--- src/rtl/voice_phase_sweeper_pkg.sv ---
// Shared sizing and state encoding for the oscillator-bank phase sweeper.
package voice_phase_sweeper_pkg;

  localparam int unsigned NUM_VOICES  = 16;
  localparam int unsigned VOICE_BITS  = 4;
  localparam int unsigned PHASE_WIDTH = 24;

  typedef enum logic [1:0] {
    ST_INIT = 2'd0,
    ST_IDLE = 2'd1,
    ST_RD   = 2'd2,
    ST_WR   = 2'd3
  } sweep_state_t;

endpackage

--- src/rtl/voice_phase_sweeper.sv ---
// Per-sample phase accumulator: zeroes the phase RAM after reset, then on each
// sample_tick reads, advances and writes back every voice's phase over port A.
module voice_phase_sweeper
  import voice_phase_sweeper_pkg::*;
(
  input  logic                   clk,
  input  logic                   rst_n,
  input  logic                   sample_tick,
  output logic [VOICE_BITS-1:0]  ram_addr,
  output logic                   ram_we,
  output logic [PHASE_WIDTH-1:0] ram_wdata,
  input  logic [PHASE_WIDTH-1:0] ram_rdata,
  output logic [VOICE_BITS-1:0]  inc_addr,
  input  logic [PHASE_WIDTH-1:0] inc_data,
  output logic [PHASE_WIDTH-1:0] phase_out,
  output logic [VOICE_BITS-1:0]  voice_out,
  output logic                   phase_valid,
  output logic                   sweep_done,
  output logic                   busy,
  output logic [VOICE_BITS-1:0]  busy_voice,
  output logic                   init_done,
  output logic                   overrun
);

  localparam logic [VOICE_BITS-1:0] LAST_VOICE = VOICE_BITS'(NUM_VOICES - 1);
  localparam logic [VOICE_BITS-1:0] ONE_VOICE  = VOICE_BITS'(1);

  sweep_state_t          state;
  logic [VOICE_BITS-1:0] v;
  logic [PHASE_WIDTH-1:0] phase_sum;

  // RAM read data only lands in the WR cycle, so the write-back sum is combinational.
  assign phase_sum = ram_rdata + inc_data;
  assign ram_wdata = (state == ST_WR) ? phase_sum : '0;

  always_ff @(posedge clk) begin
    if (!rst_n) begin
      state       <= ST_INIT;
      v           <= '0;
      ram_addr    <= '0;
      ram_we      <= 1'b0;
      inc_addr    <= '0;
      phase_out   <= '0;
      voice_out   <= '0;
      phase_valid <= 1'b0;
      sweep_done  <= 1'b0;
      busy        <= 1'b1;
      busy_voice  <= '0;
      init_done   <= 1'b0;
      overrun     <= 1'b0;
    end else begin
      phase_valid <= 1'b0;
      sweep_done  <= 1'b0;
      case (state)
        // First INIT cycle arms the write strobe; each following cycle zeroes one voice.
        ST_INIT: begin
          if (!ram_we) begin
            ram_we   <= 1'b1;
            ram_addr <= '0;
            v        <= '0;
          end else if (v == LAST_VOICE) begin
            state     <= ST_IDLE;
            ram_we    <= 1'b0;
            ram_addr  <= '0;
            v         <= '0;
            init_done <= 1'b1;
            busy      <= 1'b0;
          end else begin
            v        <= v + ONE_VOICE;
            ram_addr <= v + ONE_VOICE;
          end
        end
        ST_IDLE: begin
          if (sample_tick) begin
            state      <= ST_RD;
            v          <= '0;
            ram_addr   <= '0;
            inc_addr   <= '0;
            busy       <= 1'b1;
            busy_voice <= '0;
          end
        end
        ST_RD: begin
          if (sample_tick) overrun <= 1'b1;
          state  <= ST_WR;
          ram_we <= 1'b1;
        end
        ST_WR: begin
          if (sample_tick) overrun <= 1'b1;
          ram_we      <= 1'b0;
          phase_out   <= phase_sum;
          voice_out   <= v;
          phase_valid <= 1'b1;
          if (v == LAST_VOICE) begin
            state      <= ST_IDLE;
            sweep_done <= 1'b1;
            busy       <= 1'b0;
            busy_voice <= '0;
            v          <= '0;
            ram_addr   <= '0;
            inc_addr   <= '0;
          end else begin
            state      <= ST_RD;
            v          <= v + ONE_VOICE;
            ram_addr   <= v + ONE_VOICE;
            inc_addr   <= v + ONE_VOICE;
            busy_voice <= v + ONE_VOICE;
          end
        end
        default: state <= ST_INIT;
      endcase
    end
  end

endmodule

--- config.mk ---
export PLATFORM = sky130hd
export DESIGN_NAME = voice_phase_sweeper
export DESIGN_NICKNAME = d
export VERILOG_FILES = /design/src/rtl/voice_phase_sweeper_pkg.sv /design/src/rtl/voice_phase_sweeper.sv
export SDC_FILE = /design/constraint.sdc
export NUM_CORES = 1
export LEC_CHECK = 0
export CAP_MARGIN = 0
export CORE_UTILIZATION = 30
export CTS_CLUSTER_DIAMETER = 120
export DETAILED_ROUTE_END_ITERATION = 8
export MAX_ROUTING_LAYER = met4
export SLEW_MARGIN = 5
export SYNTH_ARGS = -nofsm -noshare
export SYNTH_HDL_FRONTEND = slang
export SYNTH_SLANG_ARGS = --single-unit
--- constraint.sdc ---
create_clock -name clk -period 1.9 [get_ports clk]
set_input_delay 0.19 -clock clk [delete_from_list [all_inputs] [get_ports clk]]
set_output_delay 0.19 -clock clk [all_outputs]
set_load 0.1 [all_outputs]
# Yosys cells after proc, flatten, opt, wreduce, memory -nomap -nowiden
# Index checks and enable logic that the tools add are counted.
# word_totals
ff_bits	44
latchBits	0
ramBits	0
rom_bits	0
inputBits	51
out_inout_bits	70
mem_count	0
# op_classes
addsub	2
mul	0
n_div	0
magnitude_cmp	0
eq_ne	7
n_shift	0
muxes	20
bitwise_logic	0
n_reduce_logical	12
# ops
operator	count
adder 24 bit	1
two-way mux 24 bit	1
two-way mux 4 bit	3
case mux 4 bit (3 select lines)	1
AND reduction 3 bit	3
two-way mux 2 bit	4
case mux 2 bit (4 select lines)	1
case mux 4 bit (2 select lines)	1
AND reduction 2 bit	4
two-way mux 1 bit	7
inequality test 2 bit, second input constant	3
case mux 1 bit (3 select lines)	2
nonzero test 3 bit	2
adder 4 x 1 -> 4 bit, second input constant	1
equality test 2 bit, second input constant	2
equality test 4 bit, second input constant	1
equality test 2 x 1 -> 1 bit, second input constant	1
logical NOT 2 bit	1
nonzero test 2 bit	1
OR reduction 2 bit	1

# Logic depth before layout (Yosys ltp)
# depth
ltp_word	4
depth_mapped	9
mapped_depth_nobuf	9

# Worst setup path before layout
# Ideal clock, no wire load.
# synth_path
kind	in2out
startpoint	input port ram_rdata[0]
endpoint	output port ram_wdata[16]
t_arrival_ns	3.753
setup_slack_ns	-2.043
stages	8
n_path_buf	0
cell_sequence	ha_1 > inv_1 > fa_1 > nor2b_1 > o31a_1 > o31ai_2 > a211oi_1 > o31ai_1
# synth_between
elab_chain_cells	2
# synth_lines
item	line	text
start: declaration	voice_phase_sweeper.sv:12	input logic [PHASE_WIDTH-1:0] ram_rdata,
adder 24 bit	voice_phase_sweeper.sv:33	assign phase_sum = ram_rdata + inc_data;
two-way mux 24 bit	voice_phase_sweeper.sv:34	assign ram_wdata = (state == ST_WR) ? phase_sum : '0;
end: declaration	voice_phase_sweeper.sv:11	output logic [PHASE_WIDTH-1:0] ram_wdata,
# No other way between the ends.

# Worst setup path in the final report
# layout_path
startpoint	input port inc_data[0]
endpoint	output port ram_wdata[22]
# layout_between
elab_chain_cells	2
# layout_lines
item	line	text
start: declaration	voice_phase_sweeper.sv:14	input logic [PHASE_WIDTH-1:0] inc_data,
adder 24 bit	voice_phase_sweeper.sv:33	
two-way mux 24 bit	voice_phase_sweeper.sv:34	
# No other way between the ends.

==> impl_metrics.toml <==
[place]
post-dp-hpwl_um = 9530
dp_cells = 772
post-place-ws_ns = -1.11
gp_routability_congestion = 0.862
port_buffers = 120

[sta]
worst-slew-pin-transition_ns = 0.616
slew_viol_final = 0
worst_clock_skew_ns = 0.00650
final.period_utilization = 1.33
timing.max_slew.rel_slack = 0.586
timing.final.hold_violations = 0
finalWorstSetupSlack_ns = -0.627
final.setup.tns_ns = -8.64
fmax_ghz = 0.396
rsz0062_at_grt = "true"
post-route-min-period_ns = 2.53
report.final.setup_viol = 26

[job]
maxCapViolations = 0

[cts]
cts_buffer_depth = 2
clk_latency_ns = 0.30
htree_num_levels = 2
tritoncts = "yes"
cts_inserted_buffers = 5
cts.sink_count = 44
clkTransAtPathRegs_ns = 0.10
clock_tree.root_cell = "sky130_fd_sc_hd__clkbuf_8"

[synthesis]
syn-mean-instance-area_um2 = 7.44
yosys_register_bits = 44
synthDistinctLibCells = 58
ys.warnings.count = 0
synth-adder-area-share = 0.0981
post_synth_top_flop = "sky130_fd_sc_hd__dfxtp_1"
synth_xor_xnor_area_share = 0.0215
ys_async_sr_fraction = 0
synth.top_cell.area_share = 0.270
syn_nets = 515
yosysTopAreaCell = "sky130_fd_sc_hd__dfxtp_1"
syn-cell-area_mm2 = 0.00326
post_synth_mux_area_share = 0.0153
synthCells = 439
synth_enable_flop_cells = 0
synth.yosys.seq_area_share = 0.270
area_fraction_in_and_or_nand_and_nor_cells_after_synthesis = 0.258
cell_types_occupying_the_most_area_after_synthesis = "sky130_fd_sc_hd__dfxtp_1, sky130_fd_sc_hd__ha_1, sky130_fd_sc_hd__a21oi_1"
synth-compound-area-share = 0.284
main_combinational_cell_family_by_area_after_synthesis = "compound AO/OA/AOI/OAI gates"

[route]
wl_um = 13700
initialDrtViolationCount = 95
dr_total_vias = 4272
drt-vias-per-instance = 5.22
drt-pass1-iter-count = 4
ant_nets = 0
drt_drc_violations_left = 0
wl_per_cell_um = 16.8

[critical_path]
regToRegStartpoint = "state[1]"
worstPathMaxFanout = 3
sort_of_element_at_the_end_of_the_critical_path = "output port"
ff2ff_setup_slack_ns = 0.32
cp_data_required_time_ns = 1.71
rr_worst_depth = 5
worstSetupPathType = "in2out"
critical_path_arrival_ns = 2.34
critical_path.startpoint_type = "primary input"
worstReg2RegEnd = "phase_out[23]"

[finish]
nNetsFinal = 758
post_route_cells_drive_above_1_share = 0.549
num_antenna_cells = 0
final_cell_count_no_fill = 819
flow.area_growth_from_synthesis_pct = 118

[pwr]
max-vdd-ir-drop_mv = 0.488
power.static_leakage_nw = 2.92
comb_power_share = 0.462
pwr-share-seq = 0.293
power_per_cell_area_mw_per_mm2 = 446
netSwitchingFraction = 0.345
clkPwrFrac = 0.245
power_switching_w = 0.00109
p_int_w = 0.00208

[global_route]
grt_pass1_vias = 4332
grt_resource_usage_total = 0.242
grt_start_max_net_pins = 24
grt_first_pass_wirelength_um = 21400
antenna_found_initial = 0
overflow = 0

[outcome]
violations = "setup timing"
status = "finished, violations left"

[die]
ios = 121
fp.dieArea_mm2 = 0.0113
rows = 37
die_height_um = 106
die_x_um = 106
initial_utilization = 0.313
core_area_mm2 = 0.0104

[hold_path]
min_delay_worst_endpoint = "phase_out[0]"
hold_class = "in2reg"
timing.hold.worst_path_depth = 4
hold_start = "ram_rdata[0]"
## critical path, cell delays in order
cell                       delay, ns
sky130_fd_sc_hd__buf_6          0.10
sky130_fd_sc_hd__ha_4           0.15
sky130_fd_sc_hd__inv_2          0.05
sky130_fd_sc_hd__fa_2           0.21
sky130_fd_sc_hd__nor2b_4        0.04
sky130_fd_sc_hd__o31a_1         0.30
sky130_fd_sc_hd__o31ai_4        0.34
sky130_fd_sc_hd__buf_6          0.16
sky130_fd_sc_hd__a21boi_4       0.06
sky130_fd_sc_hd__a21oi_2        0.14
sky130_fd_sc_hd__buf_4          0.13
sky130_fd_sc_hd__mux2i_4        0.25
sky130_fd_sc_hd__buf_12         0.20
## registers in the layout, summed over array words and instances (netlist names)
name         count
busy             1
busy_voice       4
init_done        1
overrun          1
phase_out       24
phase_valid      1
ram_we           1
state            2
sweep_done       1
v                4
voice_out        4
## how the worst max path moves through the flow
stage	from	end	slack, ns	cells after the start
final	inc_data[0]	ram_wdata[22]	-0.63	13
after global routing	inc_data[0]	ram_wdata[22]	-0.67	13
after CTS	inc_data[0]	ram_wdata[22]	-0.56	13
after detailed placement	ram_rdata[0]	ram_wdata[20]	-1.11	13
after global placement	ram_rdata[0]	ram_wdata[20]	-1.08	13
after floorplan	ram_rdata[5]	ram_wdata[23]	-1.01	8
## stage by stage
stage	power [W]	instance area [um2]	hold slack, ns	utilization
6_report	0.00318	7120	0.316	0.684
5_1_grt	0.00332	7120	0.332	0.684
4_1_cts	0.00302	6610	0.309	0.634
3_5_place_dp	0.00200	5860	0.456	0.563
3_3_place_gp	0.00198	5860	0.448	0.563
2_1_floorplan	0.00151	3710	0.335	-
## layout make-up
type	instances	area, um2
fill	824	3300
inverter	12	48.8
multi-input combinational	354	3330
clock buffer	5	68.8
clock inverter	3	47.5
tap	136	170
sequential	44	885
timing repair buffer	265	2570
## power groups by stage
stage          Clock (W)  Sequential (W)  Combinational, W
2_1_floorplan          0        0.000976          0.000535
3_3_place_gp           0        0.000952           0.00103
3_5_place_dp           0        0.000953           0.00105
4_1_cts         0.000810        0.000931           0.00127
5_1_grt         0.000829        0.000932           0.00156
6_report        0.000778        0.000931           0.00147
## logic make-up after synthesis
| kind of cell | after synthesis |
|---|---|
| AO/OA/AOI/OAI | 139 |
| adder cells (fa/ha/maj) | 25 |
| flip-flops | 44 |
| AND/OR/NAND/NOR | 177 |
| buffers and inverters | 41 |
| multiplexers | 5 |
| XOR/XNOR | 8 |
## cell usage in the layout (no fill, tap or decap), drive strengths merged, types with 5 or more instances in the layout
cell type / netlist / final
nor3: 20 / 20
clkbuf: 22 / 6
xnor2: 5 / 5
inv: 11 / 10
dfxtp: 44 / 44
nor2: 42 / 42
o21ai: 27 / 27
dlygate4sd2: 0 / 14
mux2i: 5 / 5
a22oi: 5 / 5
a31oi: 8 / 8
o21a: 13 / 13
a211oi: 12 / 12
a21oi: 40 / 40
nand3: 27 / 27
nand2: 53 / 53
buf: 7 / 235
ha: 24 / 24
o211ai: 5 / 5
and2: 6 / 6
dlymetal6s2s: 0 / 8
## what timing repair did
| action | in CTS | in global routing |
|---|---|---|
| hold buffers | 0 | 0 |
| pin swaps | 70 | 51 |
| resized for setup | 214 | 70 |
| buffers inserted | 21 | 27 |
| setup endpoints to repair | 42 | 33 |
## Yosys cell counts, drive strengths merged, types with 2 or more instances
cell type  number
nand2          53
dfxtp          44
nor2           42
a21oi          40
nand3          27
o21ai          27
ha             24
clkbuf         22
nor3           20
o21a           13
a211oi         12
inv            11
a31oi           8
buf             7
and2            6
a22oi           5
mux2i           5
o211ai          5
xnor2           5
a21o            4
and3            4
nand2b          4
nand4           4
nor4            4
a211o           3
a21boi          3
nand3b          3
nor2b           3
o21bai          3
o31ai           3
or3             3
xor2            3
a2111oi         2
a32oi           2
nor3b           2
o2111ai         2
o31a            2
## layer usage
layer / GRT usage / vias to the layer above / share of wire
li1: - / 2073 / -
met1: 0.277 / 2046 / 0.41
met2: 0.432 / 133 / 0.52
met3: 0.0411 / 20 / 0.051
met4: 0.0665 / 0 / 0.015
met5: - / - / 0
No activity file was read; power rests on OpenSTA's default activity.
